===== src/rtl/frame_ram_scheduler_if.sv =====
// Bundle of every non-clock signal that passes between the frame RAM scheduler
// and the blocks around it: the VGA timing module, the pixel writer, the frame RAM
// and the VGA color input.
//   slave  : the scheduler's view of the bundle.
//   master : the environment's view (timing, writer, RAM, display).
// Signals:
//   next_x/next_y          raster position to fetch (from VGA timing)
//   zoom_sel/zoom_apply    zoom request and its one-cycle latch pulse
//   wr_req/wr_addr/wr_data writer request, held until wr_ack
//   wr_ack/wr_err          write done / write dropped (address out of range)
//   ram_address/ram_data/ram_wren/ram_q   single-port frame RAM
//   color_out              pixel to the VGA color input
//   zoom_active            zoom currently in effect
interface frame_ram_scheduler_if;
   logic [9:0]  next_x;
   logic [9:0]  next_y;
   logic [1:0]  zoom_sel;
   logic        zoom_apply;
   logic        wr_req;
   logic [16:0] wr_addr;
   logic [7:0]  wr_data;
   logic        wr_ack;
   logic        wr_err;
   logic [16:0] ram_address;
   logic [7:0]  ram_data;
   logic        ram_wren;
   logic [7:0]  ram_q;
   logic [7:0]  color_out;
   logic [1:0]  zoom_active;

   modport slave (
      input  next_x, next_y, zoom_sel, zoom_apply, wr_req, wr_addr, wr_data, ram_q,
      output wr_ack, wr_err, ram_address, ram_data, ram_wren, color_out, zoom_active
   );

   modport master (
      output next_x, next_y, zoom_sel, zoom_apply, wr_req, wr_addr, wr_data, ram_q,
      input  wr_ack, wr_err, ram_address, ram_data, ram_wren, color_out, zoom_active
   );
endinterface


===== src/rtl/frame_ram_scheduler.sv =====
// Frame RAM scheduler: shares the single-port 320x240x8 frame RAM between the VGA
// display read path and an external pixel writer.  The display always wins; the
// writer only gets a cycle when the raster is outside the centred image window.
// Display addresses apply nearest-neighbour centre zoom (1x/2x/4x).
// Ports:
//   clock  system clock (shared with VGA timing and the RAM)
//   reset  asynchronous, active-high
//   bus    frame_ram_scheduler_if.slave -- raster position, zoom control, writer
//          handshake, RAM port and color output
module frame_ram_scheduler #(
   parameter int          H_START  = 160,
   parameter int          V_START  = 120,
   parameter int          IMG_W    = 320,
   parameter int          IMG_H    = 240,
   parameter logic [7:0]  BG_COLOR = 8'h00
) (
   input  logic                   clock,
   input  logic                   reset,
   frame_ram_scheduler_if.slave   bus
);
   typedef enum logic [1:0] {IDLE, READ, WRITE} state_e;

   localparam logic [16:0] PIX = 17'(IMG_W * IMG_H);

   state_e      state_q, state_d;
   logic [16:0] ram_address_q, ram_address_d;
   logic [7:0]  ram_data_q, ram_data_d;
   logic        ram_wren_q, ram_wren_d;
   logic        wr_ack_q, wr_ack_d;
   logic        wr_err_q, wr_err_d;
   logic [7:0]  color_q;
   logic [1:0]  zoom_act_q, zoom_pend_q;
   logic [1:0]  vld_pipe;   // [0] aligned with ram_address, [1] aligned with ram_q

   logic        in_win;
   logic [9:0]  dx, dy;
   logic [8:0]  ox, sx;
   logic [7:0]  oy, sy;
   logic [16:0] disp_addr;

   assign in_win = (bus.next_x >= 10'(H_START)) && (bus.next_x < 10'(H_START + IMG_W)) &&
                   (bus.next_y >= 10'(V_START)) && (bus.next_y < 10'(V_START + IMG_H));

   // Only meaningful inside the window; outside it the address is not used.
   assign dx = bus.next_x - 10'(H_START);
   assign dy = bus.next_y - 10'(V_START);

   // Offsets centre the zoomed sub-image inside the source frame.
   always_comb begin
      ox = '0;
      oy = '0;
      case (zoom_act_q)
         2'b01: begin
            ox = 9'((IMG_W - (IMG_W >> 1)) / 2);
            oy = 8'((IMG_H - (IMG_H >> 1)) / 2);
         end
         2'b10: begin
            ox = 9'((IMG_W - (IMG_W >> 2)) / 2);
            oy = 8'((IMG_H - (IMG_H >> 2)) / 2);
         end
         default: ;
      endcase
   end

   assign sx = ox + 9'(dx >> zoom_act_q);
   assign sy = oy + 8'(dy >> zoom_act_q);
   // sy*320 + sx without a multiplier
   assign disp_addr = 17'({sy, 8'b0}) + 17'({sy, 6'b0}) + 17'(sx);

   // A write is granted only when the display is idle and the previous cycle was
   // not itself a write, which guarantees a gap between consecutive acks.
   always_comb begin
      state_d       = IDLE;
      ram_address_d = ram_address_q;
      ram_data_d    = ram_data_q;
      ram_wren_d    = 1'b0;
      wr_ack_d      = 1'b0;
      wr_err_d      = 1'b0;
      if (in_win) begin
         state_d       = READ;
         ram_address_d = disp_addr;
      end else if (bus.wr_req && (state_q != WRITE)) begin
         state_d       = WRITE;
         ram_address_d = bus.wr_addr;
         ram_data_d    = bus.wr_data;
         ram_wren_d    = (bus.wr_addr < PIX);
         wr_ack_d      = 1'b1;
         wr_err_d      = (bus.wr_addr >= PIX);
      end
   end

   always_ff @(posedge clock or posedge reset) begin
      if (reset) begin
         state_q       <= IDLE;
         ram_address_q <= '0;
         ram_data_q    <= '0;
         ram_wren_q    <= 1'b0;
         wr_ack_q      <= 1'b0;
         wr_err_q      <= 1'b0;
         vld_pipe      <= '0;
         color_q       <= BG_COLOR;
         zoom_act_q    <= 2'b00;
         zoom_pend_q   <= 2'b00;
      end else begin
         state_q       <= state_d;
         ram_address_q <= ram_address_d;
         ram_data_q    <= ram_data_d;
         ram_wren_q    <= ram_wren_d;
         wr_ack_q      <= wr_ack_d;
         wr_err_q      <= wr_err_d;
         vld_pipe      <= {vld_pipe[0], (state_d == READ)};
         color_q       <= vld_pipe[1] ? bus.ram_q : BG_COLOR;
         // Zoom only changes at the frame origin; the pending value read here is
         // the old one, so a simultaneous apply lands at the next frame.
         if ((bus.next_x == 10'd0) && (bus.next_y == 10'd0))
            zoom_act_q <= zoom_pend_q;
         if (bus.zoom_apply)
            zoom_pend_q <= (bus.zoom_sel == 2'b11) ? 2'b00 : bus.zoom_sel;
      end
   end

   assign bus.ram_address = ram_address_q;
   assign bus.ram_data    = ram_data_q;
   assign bus.ram_wren    = ram_wren_q;
   assign bus.wr_ack      = wr_ack_q;
   assign bus.wr_err      = wr_err_q;
   assign bus.color_out   = color_q;
   assign bus.zoom_active = zoom_act_q;
endmodule

===== src/flat_wrapper.sv =====
// flat-port wrapper written by rule: the top's interface ports become plain ports
module frame_ram_scheduler_flat 
#(
   parameter int          H_START  = 160,
   parameter int          V_START  = 120,
   parameter int          IMG_W    = 320,
   parameter int          IMG_H    = 240,
   parameter logic [7:0]  BG_COLOR = 8'h00
)
  (clock, reset, bus_next_x, bus_next_y, bus_zoom_sel, bus_zoom_apply, bus_wr_req, bus_wr_addr, bus_wr_data, bus_ram_q, bus_wr_ack, bus_wr_err, bus_ram_address, bus_ram_data, bus_ram_wren, bus_color_out, bus_zoom_active);
  frame_ram_scheduler_if bus_i ();
  input  logic clock;
  input  logic reset;
  input wire logic [$bits(bus_i.next_x)-1:0] bus_next_x;
  input wire logic [$bits(bus_i.next_y)-1:0] bus_next_y;
  input wire logic [$bits(bus_i.zoom_sel)-1:0] bus_zoom_sel;
  input wire logic [$bits(bus_i.zoom_apply)-1:0] bus_zoom_apply;
  input wire logic [$bits(bus_i.wr_req)-1:0] bus_wr_req;
  input wire logic [$bits(bus_i.wr_addr)-1:0] bus_wr_addr;
  input wire logic [$bits(bus_i.wr_data)-1:0] bus_wr_data;
  input wire logic [$bits(bus_i.ram_q)-1:0] bus_ram_q;
  output wire logic [$bits(bus_i.wr_ack)-1:0] bus_wr_ack;
  output wire logic [$bits(bus_i.wr_err)-1:0] bus_wr_err;
  output wire logic [$bits(bus_i.ram_address)-1:0] bus_ram_address;
  output wire logic [$bits(bus_i.ram_data)-1:0] bus_ram_data;
  output wire logic [$bits(bus_i.ram_wren)-1:0] bus_ram_wren;
  output wire logic [$bits(bus_i.color_out)-1:0] bus_color_out;
  output wire logic [$bits(bus_i.zoom_active)-1:0] bus_zoom_active;
  assign bus_i.next_x = bus_next_x;
  assign bus_i.next_y = bus_next_y;
  assign bus_i.zoom_sel = bus_zoom_sel;
  assign bus_i.zoom_apply = bus_zoom_apply;
  assign bus_i.wr_req = bus_wr_req;
  assign bus_i.wr_addr = bus_wr_addr;
  assign bus_i.wr_data = bus_wr_data;
  assign bus_i.ram_q = bus_ram_q;
  assign bus_wr_ack = bus_i.wr_ack;
  assign bus_wr_err = bus_i.wr_err;
  assign bus_ram_address = bus_i.ram_address;
  assign bus_ram_data = bus_i.ram_data;
  assign bus_ram_wren = bus_i.ram_wren;
  assign bus_color_out = bus_i.color_out;
  assign bus_zoom_active = bus_i.zoom_active;
  frame_ram_scheduler #(.H_START(H_START), .V_START(V_START), .IMG_W(IMG_W), .IMG_H(IMG_H), .BG_COLOR(BG_COLOR)) u_core (.clock(clock), .reset(reset), .bus(bus_i));
endmodule

===== config.mk =====
export PLATFORM = sky130hd
export DESIGN_NAME = frame_ram_scheduler_flat
export DESIGN_NICKNAME = d
export VERILOG_FILES = /design/src/rtl/frame_ram_scheduler_if.sv /design/src/rtl/frame_ram_scheduler.sv /design/src/flat_wrapper.sv
export SDC_FILE = /design/constraint.sdc
export NUM_CORES = 1
export LEC_CHECK = 0
export CORE_MARGIN = 10
export CORE_UTILIZATION = 48
export CTS_CLUSTER_DIAMETER = 120
export DETAILED_ROUTE_END_ITERATION = 10
export GPL_TIMING_DRIVEN = 0
export PLACE_DENSITY_LB_ADDON = 0.2
export SYNTH_ARGS = -nofsm -noshare
export SYNTH_HDL_FRONTEND = slang
export SYNTH_SLANG_ARGS = --single-unit

===== constraint.sdc =====
create_clock -name clock -period 5.69 [get_ports clock]
set_input_delay 0.8535 -clock clock [delete_from_list [all_inputs] [get_ports clock]]
set_output_delay 0.8535 -clock clock [all_outputs]
set_load 0.02 [all_outputs]

==> results.txt <==
* Status: completed
* Final WL: 9.03 mm
- Filler cell count: between 500 and 600
* Area share of the largest cell type after synthesis: 31.9%
- The synthesized netlist contains 51 unique library cells.
- Number of standard cells in the layout, taps in and fillers out: approximately 560
- Number of cells in the design after placement: 556
- Number of DRC markers in iteration 0: 89
- CTS buffer count: 5
* All-Layer GR Usage: 16.1%
- Maximum fanout along the worst path: 8
- For this configuration, the core starts out at a cell density of 49.6%.
- The cell area that synthesis handed to floorplanning was 3370 µm².
- Final worst path period need: approximately 5.3 ns
* Remaining max-slew budget at the tightest pin: between 40% and 50%
- Using the TritonRoute via totals, the vias-per-cell ratio works out to ~5.3.
* Synthesis-to-finish area growth: 33.9%
- Relative contribution of sequential cells to total power: 36.8%
- Synthesis produced ~370 cells.
- Largest area contributor in the netlist: sky130_fd_sc_hd__dfrtp_1
* Net switching component of the power: 325 µW
- The cell sitting at the root of the clock tree is a sky130_fd_sc_hd__clkbuf_8.
- Total power draw: roughly 1000 µW
- Counting every net in the synthesized netlist gives between 400 and 500.
- Vias in the first global route: a little over 3000
- Measured along the y axis, the die boundary spans 104 µm.
- After routing, the total negative slack on setup checks comes to 0 ns.
* Syn. warnings: 0
* Maximum vdd ir drop: 135 µV
- Flops & latches, synth: 43
- Highest cell delay on the worst timing path: roughly 0.62 ns
- From left edge to right edge, the die measures a little over 100 µm.
* Top cells by area, synth: sky130_fd_sc_hd__dfrtp_1 32%, sky130_fd_sc_hd__ha_1 11%, sky130_fd_sc_hd__mux2_2 5.3%
- Max-capacitance violation count: 0
- Number of optimization iterations in the first detailed-route pass: 4
- Post-DRT Antenna Nets: 0
- Leakage power of the design: 2.01 nW
- Unrepaired setup endpoints after global routing: no
- Number of gates given a new drive strength after cts: 0
* Pin count of the biggest net entering global routing: 44
- Timing would allow up to between 150 and 200 MHz.
- The internal portion of the total power is slightly below 700 µW.
- Arr. time, crit path: between 5 and 6 ns
* Fraction of layout instances using a drive strength above 1: about a tenth
* Hold WS: 0.360 ns
- Worst-path cell chain: clkdlybuf4s50_1 > inv_1 > ha_1 > inv_1 > o21ai_0 > a211oi_1 > mux2i_1 > ha_1 > a21oi_1 > nor2b_1 > o21ai_0 > xor2_1 > fa_1 > inv_1 > ha_1 > a211oi_1 > nor2_1 > o21ai_0 > a21oi_1 > a21oi_1 > o22ai_1
- After detailed routing, the number of remaining DRC violations is 0.
* Final estimated routing congestion in global placement: approximately 0.92
* Later-pin clock latency in the skew report: roughly 0.30 ns
- Tightest Pin Transition: ~0.90 ns
- The floorplan step defined a core boundary enclosing roughly 6800 µm².
* Number of flops mapped to enable cells by yosys: 0
* Most common flop cell mapped by yosys: sky130_fd_sc_hd__dfrtp_1
- Final #Nets: 560
- Initial antenna violation count: 0
- The finished cells cover about 4500 µm².
* Switch share: between 30 and 40%
- After clock tree synthesis, the clock-pin slew on the worst setup and hold paths is ~0.09 ns.
- The initialized floorplan defines 30 standard-cell rows.
- Io pins: 97
* Bufs on Longest Clock Path: 2
- For this run, the register share of the synthesized area comes to 31.9%.
* Tightest Hold Check Type: flip-flop to flip-flop
* Final Max Tran Viols: 0
* Worst path required time: approximately 5.9 ns
- Period utilisation layout: slightly above 90%
* Mean instance size in the synthesized netlist: slightly above 9 µm²
- 0 antenna diodes ended up in the layout.
- Slowest stage cell, crit path: sky130_fd_sc_hd__clkdlybuf4s50_1
* Hold-fix buffers at CTS: 0
* Final Hold Fails: 0
- Buffers added to address setup during post-CTS repair amount to 0.
* Clock tree from TritonCTS: built
* Number of instances on the worst hold path: 0
- Floorplan die area: between 10000 and 15000 µm²
- The first global-routing pass estimated about 15 mm of wire.
- The tree built by TritonCTS fans out to 43 sinks.
- Startpoint type of the worst setup path: primary input
* Number of levels in the clock H-tree: 2
- The worst setup path is captured at a flip-flop.
* Worst Reg2Reg Path Length in Cells: 21
- For this run, asynchronously set or reset flops after synthesis account for 100%.
- Clock power frac: 24.4%
* WL/cell: roughly 16 µm
* Vias after detailed routing: between 3000 and 4000
* Count of buffers inserted at the top-level ports: 91
- Setup violations remaining at the end of the flow were counted as 0.
- After global routing the overflow that remains totals 0.
- Pwr dens: roughly 220 nW/µm²
* Cell area reported after detailed placement: approximately 4400 µm²
- Combinational cells account for just under 40% of the total power.
* DP Wirelength: between 7 and 8 mm
- The critical path is of the primary input to flip-flop type.
- On the final layout, the worst clock skew is around 0.0052 ns.
## layer usage
layer | global-route usage (%) | vias to the layer above | share of wire, %
met1 | 18.3 | 1417 | 43
met4 | 4.17 | 0 | 1.0
met3 | 3.22 | 9 | 4.8
li1 | - | 1501 | -
met5 | 0 | - | 0
met2 | 29.7 | 84 | 52
## Yosys cell counts (all sizes together), types with 11 or more instances
cell / count
dfrtp: 43
a21oi: 32
ha: 30
nor2: 29
o21ai: 26
inv: 24
nand2: 24
mux2: 17
mux2i: 16
xnor2: 14
buf: 13
and2: 11
## worst max-delay path: cells and delay by family
family                   cells  cell delay, ns
AO/OA/AOI/OAI                9            1.87
adder cells (fa/ha/maj)      4            1.44
buffers and inverters        4            0.87
AND/OR/NAND/NOR              2            0.17
multiplexers                 1            0.14
XOR/XNOR                     1            0.11
## stage by stage
| step | util [%] | setup slack [ns] |
|---|---|---|
| floorplan | - | 1.34 |
| global placement | 64.8 | 0.284 |
| detailed placement | 64.8 | 0.109 |
| CTS | 66.4 | 0.437 |
| global route | 66.4 | 0.135 |
| finish | 66.4 | 0.416 |
## cells by family (layout without fill, tap and decap cells)
family          after synthesis  count (layout)  share of synthesized area, %
compound gates               99              99                          18.8
xor+xnor                     17              17                          4.42
fa+ha+maj                    34              34                          13.5
buf+inv                      43             142                          5.68
flops                        43              43                          31.9
mux                          34              34                          11.1
simple gates                 99              99                          14.6
## sequential cells by signal (all words and copies together), names as in the netlist
signal	flops
u_core.bus.ram_address	17
u_core.bus.ram_wren	1
u_core.bus.ram_data	8
u_core.bus.zoom_active	2
u_core.bus.color_out	8
u_core.bus.wr_err	1
u_core.vld_pipe	2
u_core.zoom_pend_q	2
u_core.state_q	2
## path summary, 6_finish.rpt
path | endpoint | start | slack [ns]
min | u_core.vld_pipe[1]$_DFF_PP0_ | u_core.vld_pipe[0]$_DFF_PP0_ | 0.36
min reg2reg | u_core.vld_pipe[1]$_DFF_PP0_ | u_core.vld_pipe[0]$_DFF_PP0_ | 0.36
min in group asynchronous | u_core.bus.ram_data[5]$_DFFE_PP0P_ | reset | 1.06
max in group asynchronous | u_core.zoom_pend_q[1]$_DFFE_PP0P_ | reset | 4.07
max reg2reg | u_core.bus.ram_address[16]$_DFFE_PP0P_ | u_core.bus.zoom_active[0]$_DFFE_PP0P_ | 0.77
max | u_core.bus.ram_address[16]$_DFFE_PP0P_ | bus_next_x[5] | 0.42
## cell type report
type	instances	area (µm²)	area share, %
Timing Repair Buffer	91	911	20.2
Multi-Input combinational cell	283	2100	46.6
Clock inverter	3	43.8	0.970
Inverter	26	97.6	2.16
Clock buffer	5	68.8	1.52
Buffer	17	93.8	2.08
Sequential cell	43	1080	23.8
Tap cell	96	120	2.66
## placed cells by master, fill, tap and decap left out, types with 4 or more instances in the layout
master / count
sky130_fd_sc_hd__nor2b_1: 8
sky130_fd_sc_hd__clkbuf_1: 4
sky130_fd_sc_hd__nor2_1: 29
sky130_fd_sc_hd__clkbuf_8: 5
sky130_fd_sc_hd__mux2i_1: 16
sky130_fd_sc_hd__xnor2_1: 14
sky130_fd_sc_hd__inv_1: 23
sky130_fd_sc_hd__ha_1: 30
sky130_fd_sc_hd__a31oi_1: 4
sky130_fd_sc_hd__nand2_1: 24
sky130_fd_sc_hd__nor3_1: 7
sky130_fd_sc_hd__and2_1: 11
sky130_fd_sc_hd__a211oi_1: 9
sky130_fd_sc_hd__mux2_2: 16
sky130_fd_sc_hd__clkdlybuf4s50_1: 91
sky130_fd_sc_hd__a21oi_1: 32
sky130_fd_sc_hd__o211ai_1: 4
sky130_fd_sc_hd__a21o_1: 5
sky130_fd_sc_hd__o21ai_0: 26
sky130_fd_sc_hd__o22ai_1: 4
sky130_fd_sc_hd__fa_1: 4
sky130_fd_sc_hd__buf_2: 6
sky130_fd_sc_hd__dfrtp_1: 43
## power groups by stage
stage	Clock, mW	Combinational, mW	Sequential, mW
after global routing	0.259	0.420	0.372
after CTS	0.246	0.391	0.368
after floorplan	0	0.170	0.422
final	0.244	0.388	0.368
after global placement	0	0.381	0.371
after detailed placement	0	0.388	0.374
Note: power is estimated with default switching activity, not from simulation.
